`config.mk`:
```
export PLATFORM = sky130hd
export DESIGN_NAME = seq_shifter
export DESIGN_NICKNAME = d
export VERILOG_FILES = /design/src/rtl/seq_shifter.sv
export SDC_FILE = /design/constraint.sdc
export NUM_CORES = 1
export LEC_CHECK = 0
export ABC_AREA = 1
export BUFFER_PORTS_ARGS = -buffer_cell sky130_fd_sc_hd__buf_4
export CORE_ASPECT_RATIO = 0.75
export CORE_MARGIN = 2
export CORE_UTILIZATION = 53
export DETAILED_ROUTE_END_ITERATION = 16
export PLACE_DENSITY = 0.88
export REMOVE_ABC_BUFFERS = 1
export SETUP_SLACK_MARGIN = 0.02
export SYNTH_ARGS = -nofsm -noshare
export SYNTH_HDL_FRONTEND = slang
export SYNTH_SLANG_ARGS = --single-unit
```
`constraint.sdc`:
```
create_clock -name clk -period 1.6 [get_ports clk]
set_clock_uncertainty 0.15 [all_clocks]
set_input_delay 0.32 -clock clk [delete_from_list [all_inputs] [get_ports clk]]
set_output_delay 0.32 -clock clk [all_outputs]
set_load 0.005 [all_outputs]
```
`src/rtl/seq_shifter.sv`:
```
// Multi-cycle shift/rotate unit: one bit position per clock, start/done handshake,
// C/V/Z/N status flags registered alongside the result.
module seq_shifter #(
    parameter int WIDTH = 8,
    parameter int AMT_W = 3
) (
    input  logic             clk,
    input  logic             reset,
    input  logic             start,
    input  logic [WIDTH-1:0] A,
    input  logic [AMT_W-1:0] amt,
    input  logic [1:0]       mode,
    output logic             ready,
    output logic             done,
    output logic [WIDTH-1:0] Y,
    output logic             C,
    output logic             V,
    output logic             Z,
    output logic             N
);

    typedef enum logic [1:0] {
        IDLE  = 2'd0,
        SHIFT = 2'd1,
        DONE  = 2'd2
    } state_t;

    localparam logic [1:0] MODE_LSL = 2'b00;
    localparam logic [1:0] MODE_LSR = 2'b01;
    localparam logic [1:0] MODE_ASR = 2'b10;
    localparam logic [1:0] MODE_ROR = 2'b11;

    state_t             state_reg;
    logic [AMT_W-1:0]   count_reg;
    logic [WIDTH-1:0]   work_reg;
    logic [1:0]         mode_reg;
    logic               carry_reg;
    logic               ovf_reg;

    logic               ready_reg;
    logic               done_reg;
    logic [WIDTH-1:0]   y_reg;
    logic               c_reg;
    logic               v_reg;
    logic               z_reg;
    logic               n_reg;

    // One-bit step network
    logic [WIDTH-1:0]   shl_next;
    logic [WIDTH-1:0]   shr_next;
    logic [WIDTH-1:0]   work_next;
    logic               fill_bit;
    logic               carry_next;
    logic               ovf_next;

    always_comb begin
        fill_bit = 1'b0;
        unique case (mode_reg)
            MODE_ASR: fill_bit = work_reg[WIDTH-1];
            MODE_ROR: fill_bit = work_reg[0];
            default:  fill_bit = 1'b0;
        endcase
    end

    assign shl_next[0]       = 1'b0;
    assign shr_next[WIDTH-1] = fill_bit;

    generate
        for (genvar gi = 0; gi < WIDTH - 1; gi++) begin : g_step
            assign shl_next[gi+1] = work_reg[gi];
            assign shr_next[gi]   = work_reg[gi+1];
        end
    endgenerate

    assign work_next  = (mode_reg == MODE_LSL) ? shl_next : shr_next;
    assign carry_next = (mode_reg == MODE_LSL) ? work_reg[WIDTH-1] : work_reg[0];
    // Signed overflow: the sign bit flips when the two top bits differ before the step
    assign ovf_next   = (mode_reg == MODE_LSL) && (work_reg[WIDTH-1] != work_reg[WIDTH-2]);

    always_ff @(posedge clk) begin
        if (reset) begin
            state_reg <= IDLE;
            count_reg <= '0;
            work_reg  <= '0;
            mode_reg  <= MODE_LSL;
            carry_reg <= 1'b0;
            ovf_reg   <= 1'b0;
            ready_reg <= 1'b1;
            done_reg  <= 1'b0;
            y_reg     <= '0;
            c_reg     <= 1'b0;
            v_reg     <= 1'b0;
            z_reg     <= 1'b0;
            n_reg     <= 1'b0;
        end else begin
            unique case (state_reg)
                IDLE, DONE: begin
                    done_reg <= 1'b0;
                    if (start) begin
                        count_reg <= amt;
                        work_reg  <= A;
                        mode_reg  <= mode;
                        carry_reg <= 1'b0;
                        ovf_reg   <= 1'b0;
                        ready_reg <= 1'b0;
                        state_reg <= SHIFT;
                    end else begin
                        ready_reg <= 1'b1;
                        state_reg <= IDLE;
                    end
                end
                SHIFT: begin
                    // Exhausted count spends one edge publishing result and flags
                    if (count_reg == '0) begin
                        y_reg     <= work_reg;
                        c_reg     <= carry_reg;
                        v_reg     <= ovf_reg;
                        z_reg     <= (work_reg == '0);
                        n_reg     <= work_reg[WIDTH-1];
                        done_reg  <= 1'b1;
                        ready_reg <= 1'b1;
                        state_reg <= DONE;
                    end else begin
                        work_reg  <= work_next;
                        carry_reg <= carry_next;
                        ovf_reg   <= ovf_reg | ovf_next;
                        count_reg <= count_reg - AMT_W'(1);
                    end
                end
                default: begin
                    ready_reg <= 1'b1;
                    done_reg  <= 1'b0;
                    state_reg <= IDLE;
                end
            endcase
        end
    end

    assign ready = ready_reg;
    assign done  = done_reg;
    assign Y     = y_reg;
    assign C     = c_reg;
    assign V     = v_reg;
    assign Z     = z_reg;
    assign N     = n_reg;

endmodule

```
Word-level counts from Yosys, hierarchy flattened. Index checks and enable logic that the tools add are counted. Widths: inputs -> output; s select.

Add/subtract/negate cells: 1. Eq/ne operators: 9. Muxes and demuxes: 20. Bitwise logic cells: 2. Reduce and logical (&&, ||, !) cells: 12.

Operators with widths (number): $mux 8 (3); $pmux 8 s2 (1); $logic_not 8->1 (1); $pmux 1 s2 (4); $mux 1 (7); $eq 2x2->1 const B (3); $mux 3 (2); $ne 2x2->1 const B (3); $pmux 3 s2 (1); $logic_not 2->1 (2); $pmux 2 s2 (1); $reduce_and 2->1 (2); $reduce_and 4->1 (1); $reduce_or 2->1 (2); $logic_not 3->1 (1); $ne 3x3->1 const B (1); $reduce_and 3->1 (1); $sub 3x1->3 const B (1); $eq 2x1->1 const B (1); $mux 2 (1); $reduce_bool 2->1 (1); $logic_and 1x1->1 (1); $ne 1x1->1 (1); $not 1->1 (1); $or 1x1->1 (1).

Register bits: 31. Logic and storage cells: 58.

Longest topological paths before layout. Gate-level depths: netlist of the first run.

Depth in word-level cells: 5. Gate-level depth with buffers: 9.

Worst setup path after synthesis of the first run. No wires, ideal clock.

Path type: reg-to-reg. From: register count_reg[0]. To: register ready_reg (netlist: ready). Library setup time: 117 ps. Arrival time: 1083 ps. Data required time: 1333 ps. Path slack: 251 ps. Cell stages (with the launch flop): 9. Path through: dfxtp_1 inv_1 ha_1 nand2_2 nand2_4 nand2_4 inv_4 nor2_8 nand2_1.

Word-level cells in the longest chain between the ends: 2.

Ends and longest elaborated chain: from (decl) (line 34) `logic [AMT_W-1:0] count_reg;`; from (signal assigned) (line 100) `count_reg <= amt;`; from (signal assigned) (line 127) `count_reg <= count_reg - AMT_W'(1);`; $logic_not 3->1 (line 114) `if (count_reg == '0) begin`; $ne 2x2->1 (no line); to (signal assigned) (line 108) `ready_reg <= 1'b1;`; to (signal assigned) (line 121) `ready_reg <= 1'b1;`; to (signal assigned) (line 131) `ready_reg <= 1'b1;`; to (decl) (line 40) `logic ready_reg;`.

No other way between the ends. A chain may end at the register's enable or synchronous reset.

Final worst setup path of the first run.
From: register count_reg[0]. To: register c_reg (netlist: C).

Word-level cells in the longest chain between the ends: 2.

Ends and longest elaborated chain: $logic_not 3->1 (line 114); $reduce_and 2->1 (no line); to (signal assigned) (line 116) `c_reg <= carry_reg;`; to (decl) (line 43) `logic c_reg;`.

No other way between the ends.

==> results of run 1 <==
[final cells by class]
cell class              count  share of cell area (%)
well taps                  36                   2.466
inverters                  22                   4.658
multi-input cells         143                   38.97
repair buffers             38                   16.71
clock inverters             3                   2.192
flip-flops and latches     30                   32.95
clock buffers               5                   2.055
[per-layer routing]
| metal | up-vias | part of all wire, % | track usage (%) |
|---|---|---|---|
| li1 | 715 | - | - |
| met1 | 640 | 49 | 34.71 |
| met2 | 46 | 43 | 34.56 |
| met3 | 8 | 6.8 | 6.236 |
| met4 | 0 | 1.5 | 11.23 |
| met5 | - | 0 | 0 |
[through the flow]
stage / hold WS (ns) / total power [mW] / util, % / area, µm²
floorplan: 0.2391 / 1.117 / - / 1378
global placement: 0.3087 / 1.284 / 66.04 / 1705
detailed placement: 0.3100 / 1.295 / 66.04 / 1705
CTS: 0.04718 / 1.891 / 69.04 / 1783
global route: 0.05218 / 2.024 / 70.74 / 1827
finish: 0.04880 / 1.922 / 70.74 / 1827
[power by group]
group	internal (mW)	leakage (nW)	switching, mW
Clock	0.323	0.0450	0.288
Sequential	0.814	0.246	0.0456
Combinational	0.196	0.613	0.255
Total	1.33	0.905	0.588
[synthesized netlist by cell type, drive strengths merged]
cell	number	area, µm²
a21oi	17	85.08
a31oi	1	6.260
buf	6	38.79
dfxtp	30	600.6
ha	3	37.54
inv	22	85.08
nand2	61	249.0
nand3	14	70.07
nor2	23	120.1
nor3	1	5.000
o21ai	22	110.1
xor2	1	8.760
[repair_timing]
item,4_1_cts,5_1_grt
resized for setup,0,7
endpoints found under the hold margin,0,0
setup endpoints to repair,0,17
buffers inserted,0,2
[cell families (layout without fill, tap and decap cells)]
kind of cell	after synthesis	count (layout)	share of synthesized area (%)
xor+xnor	1	1	0.6185
simple gates	99	99	31.36
buf+inv	28	68	8.746
flops	30	30	42.40
compound gates	40	40	14.22
fa+ha+maj	3	3	2.650
[path summary, 6_finish.rpt]
kind                             startpoint                     end  depth (start not counted)
hold / removal                        reset          Z$_SDFFE_PP0P_                          2
setup / recovery  count_reg[0]$_SDFFE_PP0P_          C$_SDFFE_PP0P_                          7
hold reg to reg      carry_reg$_SDFFE_PP0P_  carry_reg$_SDFFE_PP0P_                          2
setup reg to reg  count_reg[0]$_SDFFE_PP0P_          C$_SDFFE_PP0P_                          7
==> flow_results.org, run 1 <==
** Global routing
- Entering global routing, the biggest net connects 18 pins.
- Global routing finished with a remaining overflow of 0.
- Total track usage :: 24.37%
- Initial antenna violation count :: 0
- Vias in the first global route :: 1286
- The first global-routing pass estimated 5830 µm of wire.

** Floorplanning
- Starting density of the core :: 54.84%
- In this run the count of I/O pins placed on the die edge is 30.
- The floorplan step defined a die boundary enclosing 3106 µm².
- Measured along the y axis, the die boundary spans 48.77 µm.
- Placeable Area :: 2582 µm²
- X dimension of the die :: 63.69 µm
- Row cnt :: 16

** Yosys
- In this run the mean area of a mapped cell was 7.047 µm².
- The share of the Yosys chip area taken by registers is 42.40%.
- Yosys printed 0 warnings.
- Count of state elements after synthesis :: 30
- Distinct cell type count after synthesis :: 21
- Netlist area before placement :: 1416 µm²
- Synthesis produced 201 cells.

** Layout
- Highest-count cells in the layout ignoring fill and taps :: nand2_1 (57), buf_4 (35), dfxtp_1 (29), o21ai_0 (22), inv_1 (20)
- Signed area change from the synthesized netlist to the final layout :: 28.98%
- Summing all multi-input logic gate instances after layout gives 711.9 µm².
- For this run, the number of standard cells in the final layout without fillers is 277.
- The post-route netlist has 24.48% of its cells at a drive strength greater than 1.
- Antenna diode count :: 0
- Number of nets in the final layout :: 259
- Area used by sequential logic in the layout :: 601.8 µm²
- Counting the fill cells in the layout gives 223.
- Leaving out fill and tap cells, the most frequent cell in the layout is nand2_1.

** Setup path
- Of all nets on the critical path, the largest fanout is 5.
- STA puts the critical path data required time at 1.71 ns.
- The signal on the critical path passes through inv_1 > ha_4 > nand2_4 > nor2_4 > inv_1 > nor2_1 > nor2_1.
- Startpoint type of the worst setup path :: register
- On the critical path, the stage with the largest delay is an instance of dfxtp_2.
- The critical path contains buffers and inverters numbering 2 combined.
- The worst setup path is captured at a register.
- Data arrival time of the critical path :: 1.55 ns
- Broken down by cell family, the worst path's largest delay share belongs to simple AND/OR/NAND/NOR gates.
- The worst register-to-register path has a setup slack of 0.15 ns.
- For this run, the slowest stage of the critical path takes 0.34 ns.
- The worst setup path is of the register to register kind.

** STA
- Number of failing hold endpoints at the final stage :: 0
- Crit share post-route :: 90.35%
- At the pin with the least slew margin, the transition time is 0.3272 ns.
- Worst-case setup margin in the final layout :: 0.1544 ns
- The smallest clock period supported by the final layout is computed as 1.446 ns.
- The final max-slew violation count came to 0.
- In the final timing run, aggregate negative setup slack is 0 ns.
- Highest clock rate :: 691.7 MHz
- Final number of setup-violating endpoints :: 0
- Remaining max-slew budget at the tightest pin :: 78.16%
- Setup repair after global routing left no endpoint under its margin.

** Power and ir drop
- IR analysis of the VDD net gives a maximum drop of 0.0006670 V.
- Pwr Density :: 1052 nW/µm²
- Static leakage :: 0.9048 nW

** Place
- Total placed cells including tap cells :: 267
- At the placement stage, the worst setup path has a slack of 0.1057 ns.
- Input and output buffers added on the ports amount to 29.
- HPWL after detailed placement :: 2451 µm
- Routability-driven placement congestion ratio :: 0.8498

** Routing
- Drc violations :: 0
- The final layout contains routed wiring with a total length of 3437 µm.
- Pre-antenna DRT Iters :: 4
- Vias per inst :: 5.087
- Starting DRT DRC Count :: 115
- The detail route stage leaves a number of antenna-violating nets equal to 0.
- Total vias in the final route :: 1409
- Detail-routed net length per standard cell :: 12.41 µm

** Clock network
- Clk slew on worst S/H paths :: 0.10 ns
- Maximum root-to-sink buffer count :: 2
- Clock latency on the worst-skew pair, taken at its later pin, is 0.35 ns.
- Sink Count :: 30
- TritonCTS built the clock tree.
- The number of hold buffers added after CTS was 0.
- Counting the buffers created by CTS gives 5.
- The root buffer cell chosen for the clock tree is clkbuf_4.
- In this run the number of H-tree levels came out at 2.

** Run
- Max-cap violations in this run came to 0.

** Run status
- The flow ran to the end, and the final reports show no timing, DRC or antenna violations.

** Hold path
- Class of the tightest hold or removal check :: input pin to register
(Power assumes the default switching activity.)
==> run 2: changes to the inputs <==
CORE_ASPECT_RATIO = 0.8   (was 0.75)
==> flow_results.org, run 2 (same netlist as run 1, synthesis figures left out) <==
** Run status
- Run status :: finished, final reports clean

** Routing
- Starting DRT DRC Count :: 79 (-31%)
- Vias per inst :: 5.095 (+0.16%)
- The number of vias after detailed routing came to 1396 (-0.92%).
- The number of design rule violations left after detail routing was 0 (unchanged).
- Pre-antenna DRT Iters :: 4 (unchanged)
- The routed length per instance came to 12.73 µm (+2.6%).
- The total wirelength of the detailed-routed design was 3488 µm (+1.5%).
- Post-DRT Antenna Nets :: 0 (unchanged)

** Floorplanning
- Placeable Area :: 2482 µm² (-3.9%)
- Starting density of the core :: 57.06% (+2.2 points)
- Row cnt :: 16 (unchanged)
- Number of top-level design ports :: 30 (unchanged)
- The die area came to 3104 µm² (about the same).
- The die width is 61.80 µm (-3.0%).
- Height of the die :: 50.24 µm (+3.0%)

** STA
- Final number of setup-violating endpoints :: 0 (unchanged)
- Worst-case setup margin in the final layout :: 0.1165 ns (-0.03789 ns)
- The clock period minus final worst setup slack is 1.484 ns (+0.03789 ns).
- Actual transition at the worst max-transition pin :: 0.5201 ns (+0.1929 ns)
- Remaining max-slew budget at the tightest pin :: 65.29% (-13 points)
- The final max-slew violation count was 0 (unchanged).
- The number of hold violations in the final report is 0 (unchanged).
- Setup TNS Final :: 0 ns (unchanged)
- Setup repair after global routing left no endpoint under its margin.
- Highest clock rate :: 674.1 MHz (-2.6%)
- The final hold slack is 0.06428 ns (+0.01548 ns).
- Crit share post-route :: 92.72% (+2.4 points)

** Global routing
- Global-route wire length before repair :: 5402 µm (-7.3%)
- The pin count of the biggest net entering global routing came to 20 (+2).
- Initial antenna violation count :: 0 (unchanged)
- The global routing usage summed across all routing layers was 24.26% (-0.11 points).
- Vias in the first global route :: 1190 (-7.5%)
- GRT overflow :: 0 (unchanged)

** Power and ir drop
- The cell leakage power came to 0.8963 nW (-0.94%).
- The total power is 2.116 mW (+10%).
- IR Drop Worst-Case VDD :: 0.0009026 V (+35%)
- Pwr Density :: 1158 nW/µm² (+10%)

** Setup path
- Traced cell by cell, the critical path runs through inv_1 > ha_2 > inv_1 > nor2_1 > nor2_1 > nand2_1 > nand3_1 > nand2_1 > inv_1.
- Critical path endpoint category :: register
- Cell with the largest stage delay on the worst path :: dfxtp_2
- The data arrival time of the worst path came to 1.63 ns (+0.08 ns).
- CP peak stage delay :: 0.34 ns (about the same)
- The worst setup path is of the register to register kind.
- Grouping stages by cell kind, the critical path spends the most delay in simple AND/OR/NAND/NOR gates.
- Number of buffer and inverter instances along the worst setup path :: 3 (+1)
- Dominant cell type by count on the critical path :: inv_1
- The worst setup path is launched from a register.
- The maximum net fanout on the critical path came to 4 (-1).
- Data required time of the worst path :: 1.74 ns (+0.03 ns)

** Clock network
- Clock tree from TritonCTS :: yes
- Clock root buffer :: clkbuf_4
- Clock latency at the later pin of the worst-skew pair :: 0.36 ns (about the same)
- Sink Count :: 30 (unchanged)
- Number of clock buffers inserted by TritonCTS :: 5 (unchanged)
- The number of buffers on the longest clock path came to 2 (unchanged).
- The clock transition at the register clock pins on the worst setup and hold paths after CTS was 0.11 ns (about the same).
- H-tree Lvls :: 2 (unchanged)
- The hold buffer count at cts was 0 (unchanged).

** Layout
- Signed area change from the synthesized netlist to the final layout :: 28.98% (unchanged)
- Highest-count cells in the layout ignoring fill and taps :: nand2_1 (56), buf_4 (34), dfxtp_1 (29), o21ai_0 (21), inv_1 (20)
- Antenna diode count :: 0 (unchanged)
- Share of final-layout standard cells stronger than drive strength 1 :: 23.95% (-0.53 points)
- Area used by sequential logic in the layout :: 601.8 µm² (unchanged)
- The library cell used most frequently in the layout, excluding fill and tap cells, is nand2_1.
- The multi-input combinational cell area is 708.2 µm² (-0.53%).
- Number of nets in the final layout :: 256 (-1.2%)
- Number of filler cells placed in the layout :: 211 (-5.4%)
- The total non-filler cell area in the finished layout is 1827 µm² (unchanged).

** Place
- Input/output buffers :: 29 (unchanged)
- The post-DP HPWL is 2354 µm (-4.0%).
- Routability-driven placement congestion ratio :: 0.8647 (+1.8%)
- Cell Area, Placed :: 1670 µm² (-2.1%)
- Placement-stage worst setup slack :: 0.01903 ns (-0.08663 ns)

** Hold path
- In this run the worst hold path is classified as input pin to register.

** Run
- Number of maximum-capacitance constraint violations :: 0 (unchanged)
run 2: path summary, 6_finish.rpt:
check | depth (start not counted) | slack [ns] | from | end
setup / recovery | 9 | 0.12 | count_reg[0]$_SDFFE_PP0P_ | count_reg[2]$_SDFFE_PP0P_
hold / removal | 2 | 0.06 | reset | state_reg[0]$_SDFFE_PP0P_
hold reg to reg | 2 | 0.32 | count_reg[0]$_SDFFE_PP0P_ | count_reg[0]$_SDFFE_PP0P_
setup reg to reg | 9 | 0.12 | count_reg[0]$_SDFFE_PP0P_ | count_reg[2]$_SDFFE_PP0P_
run 2: per-layer routing:
layer  track usage [%]  routed length (µm)  vias to the layer above  share of wire, %
li1                  -                   -                      714                 -
met3             6.959                 253                       12               7.3
met5                 0                   0                        -                 0
met2             36.32                1528                       64                44
met1             32.53                1618                      606                46
met4             9.574                  89                        0               2.6
run 2: final cells by class:
class / instances / share of cell area, %
clock buffers: 6 / 2.808
clock inverters: 2 / 3.288
inverters: 22 / 4.658
multi-input cells: 143 / 38.77
flip-flops and latches: 30 / 32.95
well taps: 36 / 2.466
repair buffers: 35 / 15.07
run 2: repair_timing:
action | CTS | global route
buffers inserted | 2 | 0
endpoints found under the setup margin | 3 | 14
pin swaps | 1 | 3
resized for setup | 0 | 6
run 2: metrics by stage:
step,std cells,util (%)
floorplan,195,-
global placement,264,67.29
detailed placement,264,67.29
CTS,274,72.88
global route,274,73.59
finish,274,73.59
run 2: power by group:
part | switching, mW | internal (mW)
sequential | 0.0463 | 0.814
combinational | 0.258 | 0.184
clock | 0.285 | 0.529
total | 0.589 | 1.53
==> run 3: changes to the inputs <==
CTS_BUF_LIST = sky130_fd_sc_hd__clkbuf_16   (was default)
==> flow_results.org, run 3 (same netlist as run 1, synthesis figures left out) <==
** Power and ir drop
- Pwr Density :: 1316 nW/µm² (+14%)
- Internal power component :: 1.888 mW (+24%)
- Switching part of the total :: 25.12% (-2.7 points)
- Combinational Power Share :: 17.7% (-3.2 points)
- Switching Power :: 0.6334 mW (+7.6%)
- The part of the total power dissipated in the clock network is 47.9% (+9.4 points).
- Sequential Power Share :: 34.4% (-6.3 points)
- IR Drop Worst-Case VDD :: 0.001010 V (+12%)
- Power Total :: 2.521 mW (+19%)
- The cell leakage power was 0.9404 nW (+4.9%).

** Clock network
- The number of levels the H-tree was split into was 2 (unchanged).
- The number of buffers created by CTS is 5 (unchanged).
- TritonCTS built the clock tree.
- Sink Count :: 30 (unchanged)
- The number of buffers on the longest clock path is 2 (unchanged).
- Clock latency at the later pin of the worst-skew pair :: 0.28 ns (-0.08 ns)
- Hold buffers post-CTS :: 0 (unchanged)
- Clk slew on worst S/H paths :: 0.05 ns (-0.06 ns)
- CTS placed an instance of clkbuf_16 at the clock tree root.

** Hold path
- Class of the tightest hold or removal check :: input pin to register

** Routing
- The residual antenna-violating net count after detailed routing was 0 (unchanged).
- The violation count after the first detailed-route iteration was 114 (+44%).
- The iteration count of the initial detailed-routing pass is 4 (unchanged).
- Vias per inst :: 5.173 (+1.5%)
- Final wirelength :: 3826 µm (+9.7%)
- The routed length per instance is 13.81 µm (+8.5%).
- Drc violations :: 0 (unchanged)
- Total vias in the final route :: 1433 (+2.7%)

** Setup path
- The slowest stage of the critical path is the dfxtp_2 cell.
- Critical path endpoint category :: register
- The peak per-stage delay on the critical path came to 0.33 ns (about the same).
- Crit Path Max Fanout :: 11 (+7)
- Ordered cell list for the critical path :: inv_1 > ha_2 > nand2_2 > nor2_4 > buf_6 > o21ai_0 > a21oi_1
- Number of buffer and inverter instances along the worst setup path :: 2 (-1)
- The worst setup path is launched from a register.
- The data arrival time of the worst path is 1.52 ns (-0.11 ns).
- The required arrival time at the worst endpoint was 1.65 ns (-0.09 ns).
- By startpoint and endpoint, the worst setup path is classified as register to register.
- The cell family contributing the most delay on the critical path is flip-flops.

** Layout
- Number of nets in the final layout :: 259 (+1.2%)
- End-of-flow core utilization :: 77.17% (+3.6 points)
- Leaving out fill and tap cells, the most frequent cell in the layout is nand2_1.
- Antenna diode count :: 0 (unchanged)
- The non-filler instance count after layout is 277 (+1.1%).
- Share of final-layout standard cells stronger than drive strength 1 :: 24.48% (+0.53 points)
- Highest-count cells in the layout ignoring fill and taps :: nand2_1 (56), buf_4 (37), dfxtp_1 (29), o21ai_0 (21)
- From synthesis to final layout, the design area changed by 35.25%.

** Floorplanning
- The die area came to 3104 µm² (unchanged).
- The core area came to 2482 µm² (unchanged).
- The die height came to 50.24 µm (unchanged).
- Row cnt :: 16 (unchanged)
- The die width came to 61.80 µm (unchanged).
- Starting density of the core :: 57.06% (unchanged)
- Number of top-level design ports :: 30 (unchanged)

** Global routing
- Initial antenna violation count :: 0 (unchanged)
- The pin count of the biggest net entering global routing is 20 (unchanged).
- Total track usage :: 26.43% (+2.2 points)
- GRT overflow :: 0 (unchanged)
- The via count of the first global-routing pass was 1257 (+5.6%).
- The global-route wire length before repair came to 5823 µm (+7.8%).

** Place
- The number of input and output port buffers inserted was 29 (unchanged).
- The final RePlAce weighted congestion is 0.8647 (unchanged).
- Total placed cells including tap cells :: 264 (unchanged)
- HPWL after detailed placement :: 2354 µm (unchanged)

** STA
- Number of failing hold endpoints at the final stage :: 0 (unchanged)
- The final max-slew violation count is 0 (unchanged).
- Actual transition at the worst max-transition pin :: 0.5461 ns (+0.02606 ns)
- Final number of setup-violating endpoints :: 0 (unchanged)
- Crit share post-route :: 92.20% (-0.52 points)
- The headroom to the max-slew limit came to 63.55% (-1.7 points).
- Setup repair after global routing left no endpoint under its margin.
- Setup TNS Final :: 0 ns (unchanged)
- The clock period minus final worst setup slack was 1.475 ns (-0.008286 ns).
- The maximum frequency from static timing analysis came to 677.9 MHz (+0.56%).
- The final hold slack was 0.1478 ns (+0.08356 ns).

** Run status
- The run finished with clean final reports.

** Run
- Number of maximum-capacitance constraint violations :: 0 (unchanged)
==> run 3: per-stage QoR <==
step	area, µm²	setup WS, ns
2_1_floorplan	1378	0.2121
3_3_place_gp	1670	0.07419
3_5_place_dp	1670	0.01903
4_1_cts	1874	0.03703
5_1_grt	1916	0.01869
6_report	1916	0.1248
==> run 3: final timing paths <==
kind	from	endpoint	slack [ns]	cells past startpoint
worst min-delay path	reset	carry_reg$_SDFFE_PP0P_	0.15	2
worst min register to register	carry_reg$_SDFFE_PP0P_	carry_reg$_SDFFE_PP0P_	0.33	2
worst max-delay path	count_reg[0]$_SDFFE_PP0P_	Y[6]$_SDFFE_PP0P_	0.12	7
worst max register to register	count_reg[0]$_SDFFE_PP0P_	Y[6]$_SDFFE_PP0P_	0.12	7
==> run 3: metal layers <==
layer  wire length [µm]  vias up  track usage (%)
li1                   -      718                -
met1               1602      632            33.92
met2               1838       76            40.35
met3                317        7            7.216
met4                 67        0            12.77
met5                  0        -                0
==> run 3: what timing repair did <==
item	in CTS	in global routing
resized for setup	0	7
buffers inserted	2	3
pin swaps	1	3
gates cloned	0	0
endpoints found under the setup margin	4	18
==> run 3: layout make-up <==
| type | instances | area (µm²) |
|---|---|---|
| tap | 36 | 45.04 |
| multi-input combinational | 143 | 705.7 |
| fill | 196 | 566.8 |
| sequential | 30 | 601.8 |
| clock inverter | 3 | 63.81 |
| inverter | 22 | 85.08 |
| timing repair buffer | 38 | 289.0 |
| clock buffer | 5 | 125.1 |
==> run 3: power by group through the flow <==
| stage | Sequential (mW) | Clock (mW) | Combinational, mW |
|---|---|---|---|
| after floorplan | 0.869 | 0 | 0.248 |
| after global placement | 0.874 | 0 | 0.395 |
| after detailed placement | 0.875 | 0 | 0.404 |
| after CTS | 0.864 | 1.22 | 0.421 |
| after global routing | 0.875 | 1.26 | 0.500 |
| final | 0.868 | 1.21 | 0.447 |
